[src/rtl/if_id_branch_ctrl_pkg.sv]
// Shared constants for the decode-side branch/hazard controller: opcodes,
// condition codes, reset defaults and the B-offset helper.
package if_id_branch_ctrl_pkg;

  localparam logic [3:0] OP_LW  = 4'b1000;
  localparam logic [3:0] OP_B   = 4'b1100;
  localparam logic [3:0] OP_BR  = 4'b1101;
  localparam logic [3:0] OP_PCS = 4'b1110;
  localparam logic [3:0] OP_HLT = 4'b1111;

  localparam logic [2:0] CC_NE = 3'b000;
  localparam logic [2:0] CC_EQ = 3'b001;
  localparam logic [2:0] CC_GT = 3'b010;
  localparam logic [2:0] CC_LT = 3'b011;
  localparam logic [2:0] CC_GE = 3'b100;
  localparam logic [2:0] CC_LE = 3'b101;
  localparam logic [2:0] CC_OV = 3'b110;
  localparam logic [2:0] CC_AL = 3'b111;

  localparam logic [15:0] NOP_INSTR_DEF = 16'h0000;
  localparam int          PC_INC_DEF    = 4;
  localparam int          CNT_W_DEF     = 16;

  // Branch offsets are in half-words: sign-extend imm9 and scale by 2.
  function automatic logic [15:0] sext_imm9_x2(input logic [8:0] imm9);
    return {{6{imm9[8]}}, imm9, 1'b0};
  endfunction

endpackage

[src/rtl/if_id_branch_ctrl_if.sv]
// Fetch <-> decode link. Fetch drives the PC/instruction pair every cycle;
// decode answers with the redirect and freeze controls.
interface if_id_branch_ctrl_if;
  // Handshake: the fetched pair is consumed on a rising edge whenever
  // stall_de=0 (stall_de acts as an inverted ready). branch_en=1 redirects
  // fetch to branch_pc and the pair offered in that same cycle is dropped.
  logic [15:0] curr_pc_f;
  logic [15:0] curr_instr;
  logic        branch_en;
  logic [15:0] branch_pc;
  logic        stall_de;

  modport master (
    output curr_pc_f, curr_instr,
    input  branch_en, branch_pc, stall_de
  );

  modport slave (
    input  curr_pc_f, curr_instr,
    output branch_en, branch_pc, stall_de
  );
endinterface

[src/rtl/if_id_branch_ctrl_branch_cond_eval.sv]
// Combinational evaluation of a 3-bit branch condition code against Z/V/N.
module branch_cond_eval
  import if_id_branch_ctrl_pkg::*;
(
  input  logic [2:0] ccc,
  input  logic       flag_z,
  input  logic       flag_v,
  input  logic       flag_n,
  output logic       taken
);

  always_comb begin
    taken = 1'b0;
    case (ccc)
      CC_NE:   taken = !flag_z;
      CC_EQ:   taken = flag_z;
      CC_GT:   taken = !flag_z && !flag_n;
      CC_LT:   taken = flag_n;
      CC_GE:   taken = flag_z || !flag_n;
      CC_LE:   taken = flag_z || flag_n;
      CC_OV:   taken = flag_v;
      default: taken = 1'b1;
    endcase
  end

endmodule

[src/rtl/if_id_branch_ctrl.sv]
// IF/ID pipeline register with decode-stage branch resolution, flag and
// load-use hazard stalls, sticky halt and saturating stall/flush counters.
module if_id_branch_ctrl
  import if_id_branch_ctrl_pkg::*;
#(
  parameter int          PC_INC    = PC_INC_DEF,
  parameter logic [15:0] NOP_INSTR = NOP_INSTR_DEF,
  parameter int          CNT_W     = CNT_W_DEF
) (
  input  logic              clk,
  input  logic              rst,
  if_id_branch_ctrl_if.slave fetch,
  input  logic              flag_z,
  input  logic              flag_v,
  input  logic              flag_n,
  input  logic              ex_sets_flags,
  input  logic              ex_is_load,
  input  logic [3:0]        ex_rd,
  input  logic [15:0]       rs_data,
  output logic [3:0]        rs_addr,
  output logic [15:0]       instr_d,
  output logic [15:0]       pc_d,
  output logic              valid_d,
  output logic              halt_d,
  output logic [CNT_W-1:0]  stall_cnt,
  output logic [CNT_W-1:0]  flush_cnt
);

  logic [3:0]  opcode;
  logic [2:0]  ccc;
  logic [8:0]  imm9;
  logic [3:0]  rs;
  logic [3:0]  rt;
  logic        is_b, is_br, is_branch;
  logic        reads_rs, reads_rt;
  logic        cond_true;
  logic        flag_haz, load_haz;
  logic        stall, take;
  logic [15:0] b_target;

  assign opcode  = instr_d[15:12];
  assign ccc     = instr_d[11:9];
  assign imm9    = instr_d[8:0];
  assign rs      = instr_d[7:4];
  assign rt      = instr_d[3:0];
  assign rs_addr = rs;

  assign is_b      = (opcode == OP_B);
  assign is_br     = (opcode == OP_BR);
  assign is_branch = is_b || is_br;
  assign reads_rs  = !(is_b || (opcode == OP_PCS) || (opcode == OP_HLT));
  assign reads_rt  = !opcode[3];

  branch_cond_eval u_cond (
    .ccc    (ccc),
    .flag_z (flag_z),
    .flag_v (flag_v),
    .flag_n (flag_n),
    .taken  (cond_true)
  );

  // Unconditional branches never wait on flags still being produced in EX.
  assign flag_haz = valid_d && is_branch && (ccc != CC_AL) && ex_sets_flags;
  assign load_haz = valid_d && ex_is_load &&
                    ((reads_rs && (rs == ex_rd)) || (reads_rt && (rt == ex_rd)));
  assign stall    = (flag_haz || load_haz || halt_d) && !rst;
  assign take     = valid_d && is_branch && cond_true && !stall && !rst;

  assign b_target = pc_d + 16'(PC_INC) + sext_imm9_x2(imm9);

  assign fetch.stall_de  = stall;
  assign fetch.branch_en = take;
  assign fetch.branch_pc = (take && is_br) ? rs_data : b_target;

  always_ff @(posedge clk) begin
    if (rst) begin
      instr_d   <= NOP_INSTR;
      pc_d      <= 16'h0000;
      valid_d   <= 1'b0;
      halt_d    <= 1'b0;
      stall_cnt <= '0;
      flush_cnt <= '0;
    end else begin
      if (!stall) begin
        // A taken branch squashes the wrong-path word fetch offers this cycle.
        instr_d <= take ? NOP_INSTR : fetch.curr_instr;
        valid_d <= !take;
        pc_d    <= fetch.curr_pc_f;
      end
      if (valid_d && (opcode == OP_HLT) && !stall)
        halt_d <= 1'b1;
      if (stall && !halt_d && (stall_cnt != '1))
        stall_cnt <= stall_cnt + 1'b1;
      if (take && (flush_cnt != '1))
        flush_cnt <= flush_cnt + 1'b1;
    end
  end

endmodule

[src/flat_wrapper.sv]
// flat-port wrapper written by rule: the top's interface ports become plain ports
module if_id_branch_ctrl_flat import if_id_branch_ctrl_pkg::*;
#(
  parameter int          PC_INC    = PC_INC_DEF,
  parameter logic [15:0] NOP_INSTR = NOP_INSTR_DEF,
  parameter int          CNT_W     = CNT_W_DEF
)
  (clk, rst, flag_z, flag_v, flag_n, ex_sets_flags, ex_is_load, ex_rd, rs_data, rs_addr, instr_d, pc_d, valid_d, halt_d, stall_cnt, flush_cnt, fetch_curr_pc_f, fetch_curr_instr, fetch_branch_en, fetch_branch_pc, fetch_stall_de);
  if_id_branch_ctrl_if fetch_i ();
  input  logic clk;
  input  logic rst;
  input  logic flag_z;
  input  logic flag_v;
  input  logic flag_n;
  input  logic ex_sets_flags;
  input  logic ex_is_load;
  input  logic [3:0] ex_rd;
  input  logic [15:0] rs_data;
  output logic [3:0] rs_addr;
  output logic [15:0] instr_d;
  output logic [15:0] pc_d;
  output logic valid_d;
  output logic halt_d;
  output logic [CNT_W-1:0] stall_cnt;
  output logic [CNT_W-1:0] flush_cnt;
  input wire logic [$bits(fetch_i.curr_pc_f)-1:0] fetch_curr_pc_f;
  input wire logic [$bits(fetch_i.curr_instr)-1:0] fetch_curr_instr;
  output wire logic [$bits(fetch_i.branch_en)-1:0] fetch_branch_en;
  output wire logic [$bits(fetch_i.branch_pc)-1:0] fetch_branch_pc;
  output wire logic [$bits(fetch_i.stall_de)-1:0] fetch_stall_de;
  assign fetch_i.curr_pc_f = fetch_curr_pc_f;
  assign fetch_i.curr_instr = fetch_curr_instr;
  assign fetch_branch_en = fetch_i.branch_en;
  assign fetch_branch_pc = fetch_i.branch_pc;
  assign fetch_stall_de = fetch_i.stall_de;
  if_id_branch_ctrl #(.PC_INC(PC_INC), .NOP_INSTR(NOP_INSTR), .CNT_W(CNT_W)) u_core (.clk(clk), .rst(rst), .fetch(fetch_i), .flag_z(flag_z), .flag_v(flag_v), .flag_n(flag_n), .ex_sets_flags(ex_sets_flags), .ex_is_load(ex_is_load), .ex_rd(ex_rd), .rs_data(rs_data), .rs_addr(rs_addr), .instr_d(instr_d), .pc_d(pc_d), .valid_d(valid_d), .halt_d(halt_d), .stall_cnt(stall_cnt), .flush_cnt(flush_cnt));
endmodule
[config.mk]
export PLATFORM = sky130hd
export DESIGN_NAME = if_id_branch_ctrl_flat
export DESIGN_NICKNAME = d
export VERILOG_FILES = /design/src/rtl/if_id_branch_ctrl_pkg.sv /design/src/rtl/if_id_branch_ctrl_if.sv /design/src/rtl/if_id_branch_ctrl_branch_cond_eval.sv /design/src/rtl/if_id_branch_ctrl.sv /design/src/flat_wrapper.sv
export SDC_FILE = /design/constraint.sdc
export NUM_CORES = 1
export LEC_CHECK = 0
export ABC_AREA = 0
export ABC_CLOCK_PERIOD_IN_PS = 5000
export CAP_MARGIN = 20
export CORE_AREA = 4 4 105 107
export DETAILED_ROUTE_END_ITERATION = 10
export DIE_AREA = 0 0 109 111
export GPL_ROUTABILITY_DRIVEN = 1
export GPL_TIMING_DRIVEN = 0
export HOLD_SLACK_MARGIN = 0.12
export PLACE_DENSITY_LB_ADDON = 0.2
export REMOVE_ABC_BUFFERS = 1
export SYNTH_ARGS = -nofsm -noshare
export SYNTH_HDL_FRONTEND = slang
export SYNTH_SLANG_ARGS = --single-unit
[constraint.sdc]
create_clock -name clk -period 5 [get_ports clk]
set_input_delay 1.25 -clock clk [delete_from_list [all_inputs] [get_ports clk]]
set_output_delay 1.25 -clock clk [all_outputs]
set_load 0.02 [all_outputs]
==> metrics.md, run 1 <==
| Metric | Value |
|---|---|
| Outcome | complete, no violations |
| Number of synthesized flops with an enable pin | 0 |
| Diodes inserted | 0 |
| Setup violators final | 0 |
| Top-count cell post-synth | dfxtp_1 |
| Clock buffer depth | 2 |
| Worst setup EP type | output pin |
| Fin crit period | 4.92 ns |
| Chip Width | 109 um |
| Share of cells above drive strength 1 | 0.0791 |
| Hold crit path type | reg -> reg |
| Initial antenna violation count | 0 |
| Vias in the first global route | 3604 |
| Cell count after placement | 708 |
| Crit share post-route | 0.985 |
| Buffers on Ports | 146 |
| Final hold violations | 0 |
| GRT Resource Usage Total | 0.187 |
| Leak | 2.31 nW |
| Syn Area/Cell | 8.66 um2 |
| WL per Instance | 15.7 um |
| TritonCTS Sinks | 66 |
| HPWL Detailed | 8360 um |
| Clk pin slew, worst setup/hold paths | 0.07 ns |
| Die Y | 111 um |
| Area leader, netlist | dfxtp_1 |
| Starting Density | 0.379 |
| Core area | 10100 um2 |
| CTS root buf | clkbuf_8 |
| #FFs+latches synth | 66 |
| Crit path DAT | 3.67 ns |
| Post-Route WL | 11500 um |
| Share of the synthesized area in the top cell type | 0.344 |
| Fin. max-slew vios | 0 |
| CTS tree | yes |
| WS Path Type | in -> out |
| Switching power | 0.000412 W |
| Initial DRC Count | 86 |
| Vias/cell | 5.21 |
| Kind of start point of the critical path | input port |
| Fin Hold WS | 0.477 ns |
| Yosys warning count | 0 |
| Grt total ovfl | 0 |
| # IOs | 147 |
| Global-route wire length before repair | 18100 um |
| Worst slew margin | 0.469 |
| Vias | 3804 |
| Fillers | 951 |
| Layout Nets | 679 |
| Top achievable clock speed | 203 MHz |
| Synth top area cells | dfxtp_1 34%, ha_1 9.4%, nand2_1 5.5% |
| Critical path required time | 3.75 ns |
| Synth async-reset ratio | 0 |
| Sequential share of power | 0.404 |
| Register area share after synthesis | 0.344 |
| Max-cap violations | 0 |
| Count of cell types in the netlist | 55 |
| Worst Tran Pin Value | 0.790 ns |
| Clk Latency, worst-skew pair | 0.33 ns |
| Drt pass-1 iters | 4 |
| Mapped Cells | 444 |
| H-tree Lvls | 3 |
| Worst vdd ir | 0.130 mV |
| FP Rows | 37 |
| Die area | 12100 um2 |
| CTS Buf Count | 9 |
| Clock skew | 0.00904 ns |
| Internal power | 0.00100 W |
| Post-DRT Antenna Nets | 0 |
| Synth Flop Type | dfxtp_1 |
| Largest net degree at the start of global routing | 29 |
| Area Overhead vs Synth | 49.4% |
| Final WS setup | 0.0771 ns |
| Worst Path Max Fanout | 4 |
| Non-Filler Instances | 730 |
| Clock share of power | 0.331 |
| Sw frac | 0.292 |
| Syn Std Cell Area | 3850 um2 |
| GPL Wtd Cong | 0.810 |
| Post-synth top cells | 66 x dfxtp_1, 56 x nand2_1, 45 x nor2_1 |
| Worst slack at placement | -0.912 ns |
| Logic pwr share | 0.265 |
| Power Dens Cells | 246 nW/um2 |
| DRC viols | 0 |
-- power by group through the flow --
stage | clock network, W | logic [W] | registers, W
after floorplan | 0 | 0.000179 | 0.000601
after global placement | 0 | 0.000377 | 0.000579
after detailed placement | 0 | 0.000383 | 0.000580
after CTS | 0.000484 | 0.000373 | 0.000569
after global routing | 0.000509 | 0.000405 | 0.000574
final | 0.000468 | 0.000374 | 0.000571
-- cell usage in the layout (no fill, tap or decap), drive strengths merged, types with 8 or more instances in the layout --
cell type / count
clkdlybuf4s50: 126
dfxtp: 66
nand2: 58
nor2: 46
a21oi: 36
ha: 29
xnor2: 19
mux2: 18
dlygate4sd2: 17
xor2: 17
a22o: 16
o21ai: 14
nand3: 13
clkbuf: 13
nand4: 11
or3: 10
inv: 9
buf: 8
-- repair_timing --
item,in CTS,in global routing
pin swaps,5,2
resized for setup,28,7
setup buffers,4,1
gates cloned,1,0
hold endpoints to repair,0,0
endpoints found under the setup margin,17,16
hold buffers,0,0
-- final timing paths --
path	startpoint	endpoint	slack (ns)	depth (start not counted)
setup / recovery	ex_rd[0]	fetch_branch_en	0.08	8
hold / removal	u_core.pc_d[1]	u_core.pc_d[1]	0.48	2
setup reg to reg	u_core.instr_d[12]	u_core.flush_cnt[15]	1.91	7
hold reg to reg	u_core.pc_d[1]	u_core.pc_d[1]	0.48	2
-- metrics by stage --
stage	instance area (um2)	util	total power, W	TNS [ns]
after global placement	5390	0.531	0.000956	-29.30
after detailed placement	5410	0.533	0.000963	-10.56
after global routing	5750	0.567	0.00149	-0.000948
after CTS	5690	0.561	0.00143	0
final	5750	0.567	0.00141	0
after floorplan	3750	-	0.000780	0
-- cells by family after synthesis --
logic type	synth area share
xor+xnor	0.0820
flops	0.344
mux	0.0631
buf+inv	0.0329
simple gates	0.214
fa+ha+maj	0.0995
compound gates	0.165
-- state kept, by name, indices dropped and copies added, names as in the netlist --
signal and cells:
u_core.flush_cnt 16, u_core.halt_d 1, u_core.instr_d 16, u_core.pc_d 16
u_core.stall_cnt 16, u_core.valid_d 1
-- critical path, cell delays in order --
cell and delay (ns):
clkdlybuf4s50_1 0.50, xor2_1 0.28, nor4_4 0.10, or3_4 0.40, nor3_4 0.15, buf_4 0.20
buf_4 0.16, clkdlybuf4s50_1 0.62
-- final cells by class --
cell class | instances | area [um2] | area share
multi-input cells | 351 | 2500 | 0.435
repair buffers | 153 | 1520 | 0.264
flip-flops and latches | 66 | 1320 | 0.230
well taps | 136 | 170 | 0.0296
clock buffers | 13 | 169 | 0.0294
clock inverters | 2 | 35.0 | 0.00610
inverters | 9 | 33.8 | 0.00588
-- per-layer routing --
layer	track usage	vias to the layer above	routed length, um
met1	0.237	1785	5060
li1	-	1888	-
met5	0	-	0
met2	0.304	120	5390
met3	0.0565	11	902
met4	0.0505	0	132
No activity file was read; power rests on OpenSTA's default activity.
==> run 2, diff against run 1 <==
--- a/config.mk
+++ b/config.mk
@@ -8,9 +8,9 @@
 export ABC_AREA = 0
 export ABC_CLOCK_PERIOD_IN_PS = 5000
 export CAP_MARGIN = 20
-export CORE_AREA = 4 4 105 107
+export CORE_AREA = 4 4 98 100
 export DETAILED_ROUTE_END_ITERATION = 10
-export DIE_AREA = 0 0 109 111
+export DIE_AREA = 0 0 102 104
 export GPL_ROUTABILITY_DRIVEN = 1
 export GPL_TIMING_DRIVEN = 0
 export HOLD_SLACK_MARGIN = 0.12
==> run 2 against run 1 <==
  * Total power increased by 7.1%
  * Sequential power about the same
  * Register-to-register slack improved by 0.15 ns
  * Cell area increased by 0.22%
  * Global-route usage increased by 3.3 points
  * Fmax decreased by 0.19%
  * Utilization increased by 9.7 points
  * Clock power increased by 21%
  * Hold slack improved by 0.0060 ns
  * Critical path type unchanged
  * Critical endpoint is now fetch_branch_pc[13]
  * Highest routed layer unchanged
==> metrics.md, run 2 (same netlist as run 1, synthesis figures left out) <==
| Metric | Value |
|---|---|
| Hold crit path type | reg -> reg |
| Setup violators final | 0 |
| Post-Route WL | 11600 um |
| # IOs | 147 |
| Initial DRC Count | 91 |
| H-tree Lvls | 3 |
| Diodes inserted | 0 |
| Global-route wire length before repair | 18700 um |
| Multi-input gate area | 2500 um2 |
| Post-DRT Antenna Nets | 0 |
| DRC viols | 0 |
| Die area | 10600 um2 |
| Area Overhead vs Synth | 49.7% |
| Crit share post-route | 0.986 |
| Fin crit period | 4.93 ns |
| Chip Width | 102 um |
| Vias in the first global route | 3764 |
| Starting Density | 0.443 |
| Initial antenna violation count | 0 |
| Vias/cell | 5.37 |
| Fin. max-slew vios | 0 |
| Non-Filler Instances | 705 |
| Commonest non-fill, non-tap cell in the layout | clkdlybuf4s50_1 |
| FP Rows | 34 |
| Most frequent cells in the layout | 127 x clkdlybuf4s50_1, 65 x dfxtp_1, 56 x nand2_1 |
| Clock skew | 0.0149 ns |
| Worst slew margin | 0.495 |
| Crit path DAT | 3.68 ns |
| Unrepaired setup endpoints after global routing | no |
| Met2 GRT Util | 0.377 |
| Max-cap violations | 0 |
| Kind of start point of the critical path | input port |
| Grt total ovfl | 0 |
| Clock buffer depth | 2 |
| Worst setup EP type | output pin |
| Crit-path cells | clkdlybuf4s50_1 > xnor2_1 > nand3_1 > nor4b_4 > or3_4 > nor3_4 > buf_4 > nand2_4 > mux2_2 > dlygate4sd2_1 |
| Cell family with most CP delay | buffers and inverters |
| Outcome | complete, no violations |
| GPL Wtd Cong | 0.820 |
| Die Y | 104 um |
| Critical path required time | 3.75 ns |
| Worst vdd ir | 0.182 mV |
| WL per Instance | 16.5 um |
| Crit-path slowest cell | clkdlybuf4s50_1 |
| Clk Latency, worst-skew pair | 0.35 ns |
| TritonCTS Sinks | 66 |
| Power Dens Cells | 263 nW/um2 |
| Global routing's busiest layer | met2 |
| Clk pin slew, worst setup/hold paths | 0.08 ns |
| Fillers | 752 |
| Drt pass-1 iters | 5 |
| GRT Resource Usage Total | 0.220 |
| Worst Path Max Fanout | 8 |
| CTS tree | yes |
| Placed Area | 5370 um2 |
| CTS Buf Count | 9 |
| Layout Nets | 681 |
| WS Path Type | in -> out |
| Core area | 8680 um2 |
| Leak | 2.36 nW |
| Vias | 3787 |
| Share of cells above drive strength 1 | 0.0905 |
| CP bufs+invs | 3 |
| GR Layer Usage met3 | 0.0436 |
| Core Util, Final | 0.664 |
| Top achievable clock speed | 203 MHz |
| Critical path's largest stage delay | 0.55 ns |
| HPWL Detailed | 8420 um |
| Final hold violations | 0 |
| Worst Tran Pin Value | 0.751 ns |
| Design area | 5760 um2 |
| CTS root buf | clkbuf_8 |
| Sequential cell area | 1320 um2 |
| M1 GR Usage | 0.276 |
| Largest net degree at the start of global routing | 39 |
| Buffers on Ports | 146 |
| Cell count after placement | 680 |
==> run 2: path summary, 6_finish.rpt <==
path | startpoint | endpoint | slack [ns] | cells past startpoint
worst min-delay path | u_core.pc_d[14] | u_core.pc_d[14] | 0.48 | 2
worst min register to register | u_core.pc_d[14] | u_core.pc_d[14] | 0.48 | 2
worst max-delay path | ex_rd[2] | fetch_branch_pc[13] | 0.07 | 10
worst max register to register | u_core.instr_d[15] | u_core.flush_cnt[15] | 2.06 | 7
==> run 2: metal layers <==
layer	up-vias	share of wire
met2	101	0.51
met4	0	0.0073
met5	-	0
met3	6	0.067
li1	1902	-
met1	1778	0.42
==> run 2: final cells by class <==
| cell class | instances | area share |
|---|---|---|
| tap | 108 | 0.0235 |
| clock inverter | 6 | 0.0196 |
| multi-input combinational | 351 | 0.433 |
| inverter | 9 | 0.00587 |
| timing repair buffer | 155 | 0.264 |
| sequential | 66 | 0.230 |
| clock buffer | 10 | 0.0239 |
==> run 2: worst reg2reg max path: stages (launching register included) <==
cell     delay (ns)
dfxtp_1        0.42
nand2_1        0.20
o21ai_2        0.22
nor4_4         0.08
nor3_1         0.63
nand4_1        0.56
or4_1          0.63
a21oi_1        0.15
==> run 2: where the power goes <==
part	total [W]	leakage [nW]	internal, W	switching, W
Sequential	0.000570	0.541	0.000544	0.0000253
Combinational	0.000378	1.69	0.000188	0.000190
Clock	0.000565	0.127	0.000347	0.000218
==> run 2: stage by stage <==
step           hold slack (ns)  setup TNS [ns]  setup WS (ns)  total power [W]
6_report                 0.483               0         0.0675          0.00151
4_1_cts                  0.484               0        0.00121          0.00152
3_5_place_dp             0.473           -9.11         -0.798         0.000966
5_1_grt                  0.506               0        0.00801          0.00159
2_1_floorplan            0.537               0          0.681         0.000780
3_3_place_gp             0.453          -26.91          -1.53         0.000955
==> run 2: timing repair <==
action	in CTS	in global routing
cloned	1	0
pin swaps	6	5
hold buffers	0	0
setup endpoints to repair	17	9
resized for setup	28	7
setup buffers	5	2
hold endpoints to repair	0	0
